### src/rtl/booth_pkg.sv
// ============================================================================
//  Module      : booth_pkg
//  Description : Shared types, Booth op encoding and constants for the
//                iterative radix-2 Booth multiplier.
//  Revision    : 1.0 - initial release
// ============================================================================
`default_nettype none

package booth_pkg;

   typedef enum logic [1:0] {
      IDLE = 2'd0,
      RUN  = 2'd1,
      DONE = 2'd2
   } state_t;

   typedef enum logic [1:0] {
      NOP = 2'd0,
      ADD = 2'd1,
      SUB = 2'd2
   } booth_op_t;

   localparam int C_DEFAULT_WIDTH = 16;
   localparam int C_CNT_W         = $clog2(C_DEFAULT_WIDTH + 2);

   // Radix-2 recoding of the multiplier bit pair {Q[0], q_1}
   function automatic booth_op_t booth_decode(input logic q0, input logic q_1);
      booth_op_t op;
      case ({q0, q_1})
         2'b10:   op = SUB;
         2'b01:   op = ADD;
         default: op = NOP;
      endcase
      return op;
   endfunction

endpackage

`default_nettype wire

### src/rtl/booth_seq_mul16_step.sv
// ============================================================================
//  Module      : booth_step
//  Description : One combinational Booth step: add/sub/none of M into A, then
//                arithmetic right shift of {A, Q, q_1} by one bit.
//  Revision    : 1.0 - initial release
// ============================================================================
`default_nettype none

module booth_step
   import booth_pkg::*;
#(
   parameter int AW = 17,
   parameter int QW = 16
)
(
   input  logic [AW-1:0] i_a,
   input  logic [QW-1:0] i_q,
   input  logic          i_q1,
   input  logic [AW-1:0] i_m,
   output logic [AW-1:0] o_a,
   output logic [QW-1:0] o_q,
   output logic          o_q1
);

   booth_op_t       w_op;
   logic [AW-1:0]   w_sum;

   always_comb begin
      w_op  = booth_decode(i_q[0], i_q1);
      w_sum = i_a;
      case (w_op)
         SUB:     w_sum = i_a - i_m;
         ADD:     w_sum = i_a + i_m;
         default: w_sum = i_a;
      endcase
   end

   assign o_a  = {w_sum[AW-1], w_sum[AW-1:1]};
   assign o_q  = {w_sum[0], i_q[QW-1:1]};
   assign o_q1 = i_q[0];

endmodule

`default_nettype wire

### src/rtl/booth_seq_mul16.sv
// ============================================================================
//  Module      : booth_seq_mul16
//  Description : Iterative radix-2 Booth multiplier sequencer, one step per
//                clock, valid/ready in and out. Option macro BOOTH_UNSIGNED_EN
//                adds an op_signed port for unsigned multiplies.
//  Revision    : 1.0 - initial release
// ============================================================================
`default_nettype none

module booth_seq_mul16
   import booth_pkg::*;
#(
   parameter int WIDTH = C_DEFAULT_WIDTH
)
(
   input  logic               clk,
   input  logic               rst_n,
   input  logic               in_valid,
   output logic               in_ready,
   input  logic [WIDTH-1:0]   a,
   input  logic [WIDTH-1:0]   b,
`ifdef BOOTH_UNSIGNED_EN
   input  logic               op_signed,
`endif
   output logic               out_valid,
   input  logic               out_ready,
   output logic [2*WIDTH-1:0] p,
   output logic               busy
);

`ifdef BOOTH_UNSIGNED_EN
   localparam int AW = WIDTH + 2;
   localparam int QW = WIDTH + 1;
`else
   localparam int AW = WIDTH + 1;
   localparam int QW = WIDTH;
`endif
   localparam int CNT_W = $clog2(WIDTH + 2);

   state_t               r_state;
   logic [AW-1:0]        r_a;
   logic [QW-1:0]        r_q;
   logic                 r_q1;
   logic [AW-1:0]        r_m;
   logic [CNT_W-1:0]     r_cnt;
   logic [2*WIDTH-1:0]   r_p;
   logic                 r_in_ready;
   logic                 r_out_valid;
   logic                 r_busy;

   logic [AW-1:0]        w_a_nxt;
   logic [QW-1:0]        w_q_nxt;
   logic                 w_q1_nxt;
   logic [QW-1:0]        w_q_load;
   logic [AW-1:0]        w_m_load;
   logic [CNT_W-1:0]     w_cnt_load;
   logic [2*WIDTH-1:0]   w_prod;

`ifdef BOOTH_UNSIGNED_EN
   logic                 r_signed;

   // Signed ops run only WIDTH steps, so the sign-extension bit of Q is still
   // unshifted at Q[0] and the product sits one bit higher.
   assign w_q_load   = op_signed ? {a[WIDTH-1], a} : {1'b0, a};
   assign w_m_load   = op_signed ? {{2{b[WIDTH-1]}}, b} : {2'b00, b};
   assign w_cnt_load = op_signed ? CNT_W'(WIDTH) : CNT_W'(WIDTH + 1);
   assign w_prod     = r_signed ? {w_a_nxt[WIDTH-1:0], w_q_nxt[QW-1:1]}
                                : {w_a_nxt[WIDTH-2:0], w_q_nxt};
`else
   assign w_q_load   = a;
   assign w_m_load   = {b[WIDTH-1], b};
   assign w_cnt_load = CNT_W'(WIDTH);
   assign w_prod     = {w_a_nxt[WIDTH-1:0], w_q_nxt};
`endif

   booth_step #(
      .AW (AW),
      .QW (QW)
   ) u_step (
      .i_a  (r_a),
      .i_q  (r_q),
      .i_q1 (r_q1),
      .i_m  (r_m),
      .o_a  (w_a_nxt),
      .o_q  (w_q_nxt),
      .o_q1 (w_q1_nxt)
   );

   always_ff @(posedge clk or negedge rst_n) begin
      if (!rst_n) begin
         r_state     <= IDLE;
         r_a         <= '0;
         r_q         <= '0;
         r_q1        <= 1'b0;
         r_m         <= '0;
         r_cnt       <= '0;
         r_p         <= '0;
         r_in_ready  <= 1'b1;
         r_out_valid <= 1'b0;
         r_busy      <= 1'b0;
`ifdef BOOTH_UNSIGNED_EN
         r_signed    <= 1'b1;
`endif
      end else begin
         case (r_state)
            IDLE: begin
               if (in_valid && r_in_ready) begin
                  r_a        <= '0;
                  r_q        <= w_q_load;
                  r_q1       <= 1'b0;
                  r_m        <= w_m_load;
                  r_cnt      <= w_cnt_load;
`ifdef BOOTH_UNSIGNED_EN
                  r_signed   <= op_signed;
`endif
                  r_state    <= RUN;
                  r_in_ready <= 1'b0;
                  r_busy     <= 1'b1;
               end
            end
            RUN: begin
               r_a   <= w_a_nxt;
               r_q   <= w_q_nxt;
               r_q1  <= w_q1_nxt;
               r_cnt <= r_cnt - CNT_W'(1);
               if (r_cnt == CNT_W'(1)) begin
                  r_p         <= w_prod;
                  r_state     <= DONE;
                  r_out_valid <= 1'b1;
               end
            end
            DONE: begin
               if (out_ready) begin
                  r_state     <= IDLE;
                  r_out_valid <= 1'b0;
                  r_busy      <= 1'b0;
                  r_in_ready  <= 1'b1;
               end
            end
            default: begin
               r_state     <= IDLE;
               r_out_valid <= 1'b0;
               r_busy      <= 1'b0;
               r_in_ready  <= 1'b1;
            end
         endcase
      end
   end

   assign in_ready  = r_in_ready;
   assign out_valid = r_out_valid;
   assign busy      = r_busy;
   assign p         = r_p;

endmodule

`default_nettype wire

### config.mk
export PLATFORM = sky130hd
export DESIGN_NAME = booth_seq_mul16
export DESIGN_NICKNAME = d
export VERILOG_FILES = /design/src/rtl/booth_pkg.sv /design/src/rtl/booth_seq_mul16_step.sv /design/src/rtl/booth_seq_mul16.sv
export SDC_FILE = /design/constraint.sdc
export NUM_CORES = 1
export LEC_CHECK = 0
export CORE_MARGIN = 2
export CORE_UTILIZATION = 55
export CTS_CLUSTER_DIAMETER = 50
export DETAILED_ROUTE_END_ITERATION = 16
export HOLD_SLACK_MARGIN = 0.03
export MAX_ROUTING_LAYER = met4
export PLACE_DENSITY = 0.9
export SLEW_MARGIN = 20
export SYNTH_ARGS = -nofsm -noshare
export SYNTH_HDL_FRONTEND = slang
export SYNTH_HIERARCHICAL = 1
export SYNTH_SLANG_ARGS = --single-unit
### constraint.sdc
create_clock -name clk -period 11.1 [get_ports clk]
set_input_delay 1.665 -clock clk [delete_from_list [all_inputs] [get_ports clk]]
set_output_delay 1.665 -clock clk [all_outputs]
set_load 0.03 [all_outputs]
# Yosys cells after proc, flatten, opt, wreduce, memory -nomap -nowiden
# Index checks and enable logic that the tools add are counted.
[classes]
eq_ne = 10
muxes = 21
n_bitwise = 2
reduce_logical = 9
addsub = 3
[ops]
columns = ["cell", "n"]
rows = [
  ["17-bit case mux with 2 select lines", 2],
  ["16-bit case mux with 2 select lines", 1],
  ["17-bit adder", 1],
  ["17-bit two-way mux", 1],
  ["17-bit subtractor", 1],
  ["16-bit two-way mux", 1],
  ["5-bit case mux with 2 select lines", 1],
  ["1-bit case mux with 3 select lines", 3],
  ["3-bit AND reduction", 3],
  ["2-bit by 1-bit == test with 1-bit output (second input constant)", 3],
  ["2-bit == test (second input constant)", 3],
  ["2-bit two-way mux", 3],
  ["2-bit != test (second input constant)", 3],
  ["2-bit case mux with 3 select lines", 1],
  ["2-bit AND reduction", 3],
  ["5-bit by 1-bit == test with 1-bit output (second input constant)", 1],
  ["1-bit two-way mux", 5],
  ["5-bit two-way mux", 1],
  ["5-bit by 1-bit subtractor with 5-bit output (second input constant)", 1],
  ["2-bit case mux with 2 select lines", 1],
  ["2-bit zero test", 1],
  ["1-bit inverter", 2],
  ["1-bit case mux with 2 select lines", 1],
  ["2-bit nonzero test", 1],
  ["1-bit logical AND", 1],
]
[word_totals]
inputBits = 36
elab_cells = 55
regBits = 92

# Logic depth before layout (Yosys ltp)
[depth]
word_depth = 5
ltp_mapped = 16
mapped_depth_nobuf = 15

# Modules after synthesis
# Netlist, hierarchy kept.
[modules_own_cells]
columns = ["mod", "n_inst", "seq_area_each_um2", "area_per_inst_um2", "cells_per_inst"]
rows = [
  ["booth_seq_mul16", 1, 2303.5, 3787.4, 329],
  ["booth_step", 1, 0.0, 1501.4, 210],
]

# Least setup slack after synthesis
# No wires, ideal clock.
[synth_timing]
path_type = "flip-flop to flip-flop"
start = "register r_m[0]"
end = "register r_p[31], in the netlist p[31]"
setup_slack_ns = 7.603
arrival_ns = 3.372
setup_ns = 0.125
path_stages_with_launch = 15
t_required_ns = 10.975
n_path_buf = 1
path_cell_list = "dfrtp_1 > inv_1 > ha_1 > or4b_4 > nor2_1 > a21oi_1 > xnor2_1 > ha_1 > clkdlybuf4s50_2 > nand4_1 > o22ai_1 > o311ai_0 > a21oi_2 > xor2_1 > mux2_2"
[synth_between]
elab_chain_len = 2
word_cells_on_any_way = 3
classes_between = "add/sub (2); mux (1)"
[synth_rtl]
columns = ["element", "line_no", "rtl"]
rows = [
  ["start: declaration", "booth_seq_mul16.sv:44", "logic [AW-1:0] r_m;"],
  ["start signal: assignment", "booth_seq_mul16.sv:111", "r_m <= w_m_load;"],
  ["17-bit adder or 17-bit subtractor (tied branches)", "booth_seq_mul16_step.sv:33, booth_seq_mul16_step.sv:32", ""],
  ["17-bit case mux with 2 select lines *", "booth_seq_mul16_step.sv:31", "case (w_op)"],
  ["net w_a_nxt[15]", "booth_seq_mul16.sv:51", "logic [AW-1:0] w_a_nxt;"],
  ["end signal: assignment", "booth_seq_mul16.sv:127", "r_p <= w_prod;"],
  ["end: declaration", "booth_seq_mul16.sv:46", "logic [2*WIDTH-1:0] r_p;"],
]
# The timed path passes the listed nets; every way through them passes the cells marked *.
# A chain may end at the register's enable or synchronous reset.

# Worst setup path after layout
[layout_timing]
start = "register r_m[3]"
end = "register r_p[31], in the netlist p[31]"
# Same word-level chain as after synthesis.

==> results.txt <==
- Count of yosys warnings during synthesis: 6
* Power per unit of standard cell area: approximately 330 mW/mm²
* Quantity of I/O buffers inserted on ports: 70
* Total power consumption of the routed design: 2.06 mW
* Overall fraction of global-route tracks in use: 0.255
- Clock edge transition at the registers on the reported setup and hold paths: 0.10 ns
* Syn Nets: 597
* Most frequent standard cell in the layout excluding fill and tap cells: nand2_1
* Number of violations of the max-capacitance limit: 0
- Skew-Pair Late Insertion Delay: 0.37 ns
- Routability-driven placement finished with a final weighted congestion of 0.931.
- Startpoint-to-endpoint class of the critical path: flip-flop to flip-flop
- The first global-routing pass estimated approximately 20000 µm of wire.
- The first TritonRoute pass finished after 7 iterations.
* DRC Markers: 0
- The worst setup path is captured at a flip-flop.
- The layout has between 700 and 800 filler cells.
* Quantity of gates resized following cts: 0
- Die Area: 0.0104 mm²
* Iter 0 DRT Violations: 290
- The number of global-route vias before repair came to between 4000 and 5000.
- Number of antenna violations at the first check in global routing: 0
* Most used flip-flop cell after synthesis: dfrtp_1
- For the final routed database, the setup TNS stands at 0 ns.
- Area added between synthesis and finish: 16.2%
- Share of post-route cells with drive strength above 1: 0.125
- The final layout contains routed wiring with a total length of 12000 µm.
- Half-perimeter wire length after detailed placement: 8050 µm
* Origin of the critical flop-to-flop path: r_m[3]
* Setup crit start kind: flip-flop
* Final Hold Violating Endpoints: 0
- Counting I/O delays and the setup requirement, the final critical path takes 3.97 ns.
* Dominant cells by area after synthesis: dfrtp_1, nand2_1, mux2_4, ha_1, nand3_1
- The worst hold path was traced through 2 stages.
- Number of ports placed on the die boundary: 71
* Hold wc startpoint: busy
- Number of enable-type register cells in the synthesized netlist: 0
- Clock Skew: 0.0116 ns
* Slew Limit Headroom: 0.413
- Summed over all instances, the cell type with the most area after synthesis is dfrtp_1.
- H-Tree Level Count: 3
- In the routed layout, each cell is associated on average with a via count of 5.82.
- The flow ran to the end, and the final reports show no timing, DRC or antenna violations.
- Data on the critical path arrives at its endpoint at around 4.2 ns.
* Clock sinks: 92
* Clock tree from TritonCTS: done
- Static timing analysis puts the maximum clock frequency at 252 MHz.
* End of the worst hold path: busy
* Critical Path RT: roughly 11 ns
* Synth Cell Area: between 0.005 and 0.006 mm²
- Total of hold buffers inserted after clock tree synthesis: 0
* ANT nets after route: 0
- In this run the vertical extent of the chip is just over 100 µm.
- The longest clock path from root to sink contains 2 buffers.
- Count of distinct cell types in the synthesized netlist: 57
* Final global-route overflow total: 0
- The number of setup buffers added after CTS is 0.
* Average detailed-routed wire length per instance: 16.9 µm
* Peak fanout along the critical path: 7
- After the last flow step, the layout net total stands at 637.
- Number of antenna repair diodes: 0
- Most used cells in the layout excluding fill and tap cells: nand2_1, dfrtp_1, clkdlybuf4s50_1, nand3_1, mux2_4
- In this run the worst hold path is classified as flip-flop to flip-flop.
* Transition time at the pin with the least slew margin: 0.881 ns
* Mean instance size in the synthesized netlist: 9.81 µm²
- Number of cell rows: 35
* Yosys reg bits: 92
- The max-slew violation count was 0.
* Max IR drop VDD: between 0.0001 and 0.00015 V
- TritonCTS created 9 clock buffers.
- The die is 102 µm wide.
- Worst-case reg-to-reg path depth: 13
- Synthesis handed over a netlist of 539 instances.
- Root buffer cell: clkbuf_8
- Final standard cell utilization of the core: 0.662
- Minimum setup slack among reg-to-reg paths: 7.13 ns
- Leakage power summed over all cells: between 3 and 4 nW
* Share of the cycle needed by the critical path after routing: 0.358
- Setup repair after global routing left no endpoint under its margin.
* Initial cell density of the core: 0.570
* Pin count of the biggest net entering global routing: 73
- Final number of setup-violating endpoints: 0
- The endpoint identified for the worst register-to-register timing path is p[31].
- Proportion of netlist area held by the largest area contributor: 0.431
- FFs w/ async S/R, synth: 1.00
- Across all layers, the routed design uses 4150 vias.
* Core footprint: 0.00928 mm²
* Sequential share of the synthesized area: 0.436
synth_stat cells (2+ instances only):
cell	number
buf_4	19
o31ai_1	2
o21ai_0	25
a21o_1	7
or4_4	2
a31oi_1	5
and4_1	4
mux2_2	9
o21bai_1	5
a22oi_1	16
a211oi_1	4
clkbuf_1	11
a21oi_1	18
mux2_4	28
dfrtp_1	91
or3_2	2
xor2_1	18
o21a_1	2
mux2i_1	2
nand3_1	38
a2111oi_0	2
nor2_1	17
o22ai_1	2
nor3_1	10
inv_1	13
nand2_1	116
nand2b_1	2
buf_6	4
ha_1	21
buf_2	11
xnor2_1	6
nor4_1	2
final cells by class:
class                   instances  area, µm²  share of cell area
clock buffers                  10        138              0.0224
clock inverters                 6       93.8              0.0153
inverters                      13       48.8             0.00794
multi-input cells             388       2660               0.434
flip-flops and latches         92       2300               0.375
well taps                     129        161              0.0263
repair buffers                 75        736               0.120
per-layer routing:
| metal | track usage | part of all wire |
|---|---|---|
| met5 | - | 0 |
| met4 | 0.0974 | 0.032 |
| met3 | 0.0492 | 0.058 |
| met2 | 0.405 | 0.49 |
| met1 | 0.327 | 0.42 |
worst max-delay path by stage:
stage	startpoint	cells after the start	to
after floorplan	r_m[0]	14	p[31]
after global placement	r_m[3]	13	p[31]
after detailed placement	r_m[3]	13	p[31]
after CTS	r_m[3]	13	p[31]
after global routing	r_m[3]	13	p[31]
final	r_m[3]	13	p[31]
flip-flops by register name, summed over array words and instances, names as in the netlist:
name and flops:
r_cnt 5, busy 1, r_a 17, r_q 16, out_valid 1, p 32, r_m 16, r_q1 1
in_ready 1, r_state 2
cell families after synthesis:
kind of cell    share of synthesized area
compound gates                      0.119
simple gates                        0.185
xor+xnor                           0.0397
mux                                 0.102
flops                               0.436
buf+inv                            0.0651
fa+ha+maj                          0.0535
power breakdown:
group,internal [mW],switching [mW]
combinational,0.514,0.694
clock,0.135,0.127
sequential,0.463,0.123
through the flow:
| step | cell area (µm²) | std cells | hold slack (ns) | setup slack, ns |
|---|---|---|---|---|
| final | 6140 | 713 | 0.499 | 7.13 |
| after global routing | 6140 | 713 | 0.532 | 6.98 |
| after CTS | 6140 | 713 | 0.497 | 7.26 |
| after detailed placement | 5910 | 697 | 0.477 | 7.36 |
| after global placement | 5910 | 697 | 0.462 | 7.50 |
| after floorplan | 5290 | 539 | 0.468 | 7.60 |
critical path: stages, from the launching register on:
cell,delay (ns)
dfrtp_1,0.44
or4_4,0.58
nor3_1,0.23
and3b_1,0.28
a31oi_1,0.11
xor2_1,0.18
ha_1,0.39
a21o_1,0.22
a21oi_1,0.26
o22ai_1,0.15
o311ai_0,0.43
a21oi_2,0.11
xor2_1,0.21
mux2_2,0.27
Power figures use the tool's default switching activity.
